[config.mk]
export PLATFORM = sky130hd
export DESIGN_NAME = piso_bit_serializer_flat
export DESIGN_NICKNAME = d
export VERILOG_FILES = /design/src/rtl/piso_bit_serializer_pkg.sv /design/src/rtl/piso_bit_serializer_if.sv /design/src/rtl/piso_bit_serializer.sv /design/src/flat_wrapper.sv
export SDC_FILE = /design/constraint.sdc
export NUM_CORES = 1
export LEC_CHECK = 0
export ABC_CLOCK_PERIOD_IN_PS = 3910
export CORE_MARGIN = 4
export CORE_UTILIZATION = 53
export CTS_CLUSTER_DIAMETER = 50
export CTS_CLUSTER_SIZE = 30
export DETAILED_ROUTE_END_ITERATION = 10
export PLACE_DENSITY = 0.8
export SKIP_CTS_REPAIR_TIMING = 1
export SLEW_MARGIN = 20
export SYNTH_ARGS = -nofsm -noshare
export SYNTH_HDL_FRONTEND = slang
export SYNTH_SLANG_ARGS = --single-unit
[constraint.sdc]
create_clock -name clk -period 3.91 [get_ports clk]
set_clock_uncertainty 0.1 [all_clocks]
set_input_delay 0.5865 -clock clk [delete_from_list [all_inputs] [get_ports clk]]
set_output_delay 0.5865 -clock clk [all_outputs]
set_load 0.02 [all_outputs]
[src/rtl/piso_bit_serializer_pkg.sv]
// Shared definitions for the parallel-in / serial-out bit serializer.
//   ser_state_e : serializer FSM state encoding
//   CNT_W()     : width of the bit-position counter for a given word width
package ser_pkg;

  typedef enum logic {
    IDLE  = 1'b0,
    SHIFT = 1'b1
  } ser_state_e;

  function automatic int CNT_W(input int width);
    return $clog2(width);
  endfunction

endpackage

[src/rtl/piso_bit_serializer_if.sv]
// Word-load handshake and serial output bundle of the bit serializer.
//   data_in    : parallel word offered by the source
//   load_valid : data_in is valid this cycle
//   load_ready : holding register can accept a word this cycle
//   bit_out    : serial data bit
//   bit_valid  : bit_out carries a real bit
//   word_done  : last bit of a word is on bit_out
//   busy       : serializer is shifting or holding a word
// master = word source / serial consumer side, slave = serializer.
interface piso_bit_serializer_if #(
  parameter int WIDTH = 8
);
  logic [WIDTH-1:0] data_in;
  logic             load_valid;
  logic             load_ready;
  logic             bit_out;
  logic             bit_valid;
  logic             word_done;
  logic             busy;

  modport master (
    output data_in, load_valid,
    input  load_ready, bit_out, bit_valid, word_done, busy
  );

  modport slave (
    input  data_in, load_valid,
    output load_ready, bit_out, bit_valid, word_done, busy
  );
endinterface

[src/rtl/piso_bit_serializer.sv]
// Parallel-in / serial-out bit serializer with a one-word holding register,
// so consecutive words stream with no idle cycle between them.
//   clk : rising-edge clock
//   rst : synchronous, active-high reset
//   bus : piso_bit_serializer_if.slave (word handshake in, serial bits out)
// Parameters: WIDTH (2..32) bits per word, MSB_FIRST selects bit order.
//
// state | meaning
// IDLE  | no bit on the line; waits for the holding register to fill
// SHIFT | a word is being shifted out, cnt_q = index of the bit showing
module piso_bit_serializer
  import ser_pkg::*;
#(
  parameter int WIDTH     = 8,
  parameter bit MSB_FIRST = 1'b1
) (
  input logic                  clk,
  input logic                  rst,
  piso_bit_serializer_if.slave bus
);

  localparam int            CW   = CNT_W(WIDTH);
  localparam logic [CW-1:0] LAST = CW'(WIDTH - 1);

  ser_state_e       state_q, state_d;
  logic [WIDTH-1:0] hold_q, hold_d;
  logic             hold_valid_q, hold_valid_d;
  logic [WIDTH-1:0] shift_q, shift_d;
  logic [CW-1:0]    cnt_q, cnt_d;
  logic             bit_out_q, bit_out_d;
  logic             bit_valid_q, bit_valid_d;
  logic             reload;

  // Bit that leaves next from a word aligned in the shifter.
  function automatic logic head_bit(input logic [WIDTH-1:0] w);
    return MSB_FIRST ? w[WIDTH-1] : w[0];
  endfunction

  // Drop the bit just sent so the next one moves to the head position.
  function automatic logic [WIDTH-1:0] advance(input logic [WIDTH-1:0] w);
    return MSB_FIRST ? (w << 1) : (w >> 1);
  endfunction

  always_ff @(posedge clk) begin
    if (rst) begin
      state_q      <= IDLE;
      hold_q       <= '0;
      hold_valid_q <= 1'b0;
      shift_q      <= '0;
      cnt_q        <= '0;
      bit_out_q    <= 1'b0;
      bit_valid_q  <= 1'b0;
    end else begin
      state_q      <= state_d;
      hold_q       <= hold_d;
      hold_valid_q <= hold_valid_d;
      shift_q      <= shift_d;
      cnt_q        <= cnt_d;
      bit_out_q    <= bit_out_d;
      bit_valid_q  <= bit_valid_d;
    end
  end

  always_comb begin
    state_d      = state_q;
    hold_d       = hold_q;
    hold_valid_d = hold_valid_q;
    shift_d      = shift_q;
    cnt_d        = cnt_q;
    bit_out_d    = bit_out_q;
    bit_valid_d  = bit_valid_q;
    reload       = 1'b0;

    if (bus.load_valid && !hold_valid_q) begin
      hold_d       = bus.data_in;
      hold_valid_d = 1'b1;
    end

    unique case (state_q)
      IDLE: begin
        bit_valid_d = 1'b0;
        bit_out_d   = 1'b0;
        reload      = hold_valid_q;
      end
      SHIFT: begin
        if (cnt_q != LAST) begin
          // shift_q already has the showing bit removed
          bit_out_d = head_bit(shift_q);
          shift_d   = advance(shift_q);
          cnt_d     = cnt_q + CW'(1);
        end else if (hold_valid_q) begin
          reload = 1'b1;
        end else begin
          bit_valid_d = 1'b0;
          bit_out_d   = 1'b0;
          state_d     = IDLE;
        end
      end
      default: state_d = IDLE;
    endcase

    // Reload needs hold_valid_q=1, so it never coincides with an accept.
    if (reload) begin
      bit_out_d    = head_bit(hold_q);
      shift_d      = advance(hold_q);
      bit_valid_d  = 1'b1;
      cnt_d        = '0;
      hold_valid_d = 1'b0;
      state_d      = SHIFT;
    end
  end

  assign bus.load_ready = !hold_valid_q;
  assign bus.bit_out    = bit_out_q;
  assign bus.bit_valid  = bit_valid_q;
  assign bus.word_done  = bit_valid_q && (cnt_q == LAST);
  assign bus.busy       = bit_valid_q || hold_valid_q;

endmodule

[src/flat_wrapper.sv]
// flat-port wrapper written by rule: the top's interface ports become plain ports
module piso_bit_serializer_flat import ser_pkg::*;
#(
  parameter int WIDTH     = 8,
  parameter bit MSB_FIRST = 1'b1
)
  (clk, rst, bus_data_in, bus_load_valid, bus_load_ready, bus_bit_out, bus_bit_valid, bus_word_done, bus_busy);
  piso_bit_serializer_if #(.WIDTH(WIDTH)) bus_i ();
  input logic clk;
  input logic rst;
  input wire logic [$bits(bus_i.data_in)-1:0] bus_data_in;
  input wire logic [$bits(bus_i.load_valid)-1:0] bus_load_valid;
  output wire logic [$bits(bus_i.load_ready)-1:0] bus_load_ready;
  output wire logic [$bits(bus_i.bit_out)-1:0] bus_bit_out;
  output wire logic [$bits(bus_i.bit_valid)-1:0] bus_bit_valid;
  output wire logic [$bits(bus_i.word_done)-1:0] bus_word_done;
  output wire logic [$bits(bus_i.busy)-1:0] bus_busy;
  assign bus_i.data_in = bus_data_in;
  assign bus_i.load_valid = bus_load_valid;
  assign bus_load_ready = bus_i.load_ready;
  assign bus_bit_out = bus_i.bit_out;
  assign bus_bit_valid = bus_i.bit_valid;
  assign bus_word_done = bus_i.word_done;
  assign bus_busy = bus_i.busy;
  piso_bit_serializer #(.WIDTH(WIDTH), .MSB_FIRST(MSB_FIRST)) u_core (.clk(clk), .rst(rst), .bus(bus_i));
endmodule
==> results.md <==
- Status: finished, final reports clean
- Bufs on Longest Clock Path: 2
- DRT iter0 DRCs: 7
- Setup_tns: 0 ps
- Yosys reg bits: 22
- Residual DRC count: 0
- Commonest non-fill, non-tap cell in the layout: nand2_1
- Clock sink count: 22
- Vias in the first global route: 679
- Average cell area after synthesis: 8.69 um^2
- Synth warn: 0
- Die ar.: 2430 um^2
- First drt pass iteration count: 4
- Inst Count DP: 128
- Total Wirelength: 1.68 mm
- Synth top area share: 48.8%
- CTS tree: done
- Req. time, crit path: 3220 ps
- Peak VDD IR: 0.314 mV
- Max Cap Violations: 0
- Synth cell types: 22
- Post-Synthesis Cells: 104
- Fin. Hold Viols: 0
- Leak: 0.408 nW
- Multi-input logic area: 413 um^2
- CP endpoint kind: output pin
- Antenna cells: 0
- First-pass GRT wire length: 2.93 mm
- Worst Tran Pin Value: 863 ps
- Max-slew violations: 0
- CTS Buf Count: 3
- Root Buffer: clkbuf_4
- H-tree Lvls: 1
- Achievable Freq: 408 MHz
- FF/Latch Area: 440 um^2
- Grt ovf: 0
- Hpwl dp: 1.18 mm
- Die height: 49.3 um
- Area of the mapped netlist: 903 um^2
- Post-synthesis net count: 117
- Largest net degree at the start of global routing: 23
- FP Rows: 14
- CTS clk-pin slew, worst paths: 120 ps
- Share of post-route cells with drive strength above 1: 10.3%
- Initial antenna violation count: 0
- Post-DR vias/cell: 5.47
- Port-buffer cells: 15
- Post-synth top area cell: dfxtp_1
- Pwr/cell area: 447 nW/um^2
- Core Box Area: 1560 um^2
- Fin util: 69.3%
- HP Class: flip-flop to flip-flop
- Initial core utilization: 57.9%
- Final #Nets: 130
- Ranking of synthesized cells by area: dfxtp_1 (49%), a21oi_1 (11%), nand2_1 (10%)
- Period minus WS final: 2450 ps
- RD Place Congestion: 0.716
- Critical path startpoint category: flip-flop
- Layout area overhead: 19.5%
- Final setup fails: 0
- WP data arrival: 1760 ps
- Crit path largest cell delay: 660 ps
- Final period util: 62.7%
- Most frequent cells in the layout: nand2_1 (25), dfxtp_1 (22), a21oi_1 (19)
- Gr usage total: 16.0%
- Via Count: 722
- Slew margin rel.: 42.3%
- RSZ-0062 raised after global routing: no
- Kind of critical path: flip-flop to output pin
- Fillcell total: 127
- Tot Pwr: 0.482 mW
- IO Pins: 16
- Die W: 49.3 um
- Seq/Total Area, Yosys: 48.8%
- Worst skew pair latency: 310 ps
- DR WL/cell: 12.7 um
- Worst-path cell chain: or2_2 > clkdlybuf4s50_1
- Worst path slowest cell: dfxtp_1
- Worst Path Max Fanout: 14
- Post-Layout Cell Count: 132
- ANT nets after route: 0
==> worst max-delay path: cells and delay by family, from the launching register on <==
kind	cells	cell delay (ps)
buffers and inverters	1	590
DFF	1	660
and+or+nand+nor	1	200
==> per-layer routing <==
metal | vias up | GRT usage [%] | wire length, um
met5 | - | 0 | 0
met4 | 0 | 11.4 | 42
met3 | 4 | 3.98 | 86
met2 | 16 | 26.1 | 787
met1 | 329 | 17.9 | 765
li1 | 373 | - | -
==> stage by stage <==
stage	cell area [um^2]	hold WS [ps]	setup slack, ps
2_1_floorplan	903	332	2340
3_3_place_gp	1030	349	1840
3_5_place_dp	1030	350	1810
6_report	1080	366	1460
4_1_cts	1080	367	1440
5_1_grt	1080	390	1380
==> final timing paths <==
| check | startpoint | end | slack (ps) | cells after the start |
|---|---|---|---|---|
| setup / recovery | u_core.hold_valid_q | bus_busy | 1460 | 2 |
| hold reg to reg | u_core.hold_q[7] | u_core.hold_q[7] | 370 | 2 |
| hold / removal | u_core.hold_q[7] | u_core.hold_q[7] | 370 | 2 |
| setup reg to reg | u_core.cnt_q[0] | u_core.shift_q[3] | 2280 | 5 |
==> cells by family after synthesis <==
| family | synth area share, % |
|---|---|
| fa+ha+maj | 2.77 |
| buf+inv | 5.54 |
| simple gates | 21.3 |
| mux | 3.32 |
| compound gates | 18.3 |
| flops | 48.8 |
==> area by class of cell <==
| class | instances | area share, % |
|---|---|---|
| multi-input cells | 74 | 38.2 |
| repair buffers | 15 | 13.9 |
| inverters | 1 | 0.348 |
| well taps | 16 | 1.85 |
| clock buffers | 3 | 2.09 |
| clock inverters | 1 | 2.78 |
| flip-flops and latches | 22 | 40.8 |
==> report_power, final <==
part | switching, mW | internal (mW)
logic | 0.0314 | 0.0286
registers | 0.0100 | 0.238
clock network | 0.0707 | 0.104
==> state kept, by name, summed over array words and instances (netlist names) <==
register and count:
u_core.bus.bit_valid 1, u_core.cnt_q 3, u_core.hold_q 8, u_core.bus.bit_out 1, u_core.shift_q 7, u_core.hold_valid_q 1
u_core.state_q 1
==> Yosys cell counts <==
cell and instances:
nand2_1 25, buf_6 1, a211oi_1 1, nor2_1 7, clkbuf_1 1, dfxtp_1 22, a211oi_2 5, buf_1 1
nand2b_2 1, and2_1 1, nor3_1 1, mux2i_1 3, inv_2 1, a21oi_1 19, nor2b_1 1, and2b_1 1
buf_2 1, ha_1 2, nand2b_1 2, buf_4 3, or2_2 1, nand3_1 4
Power figures use the tool's default switching activity.
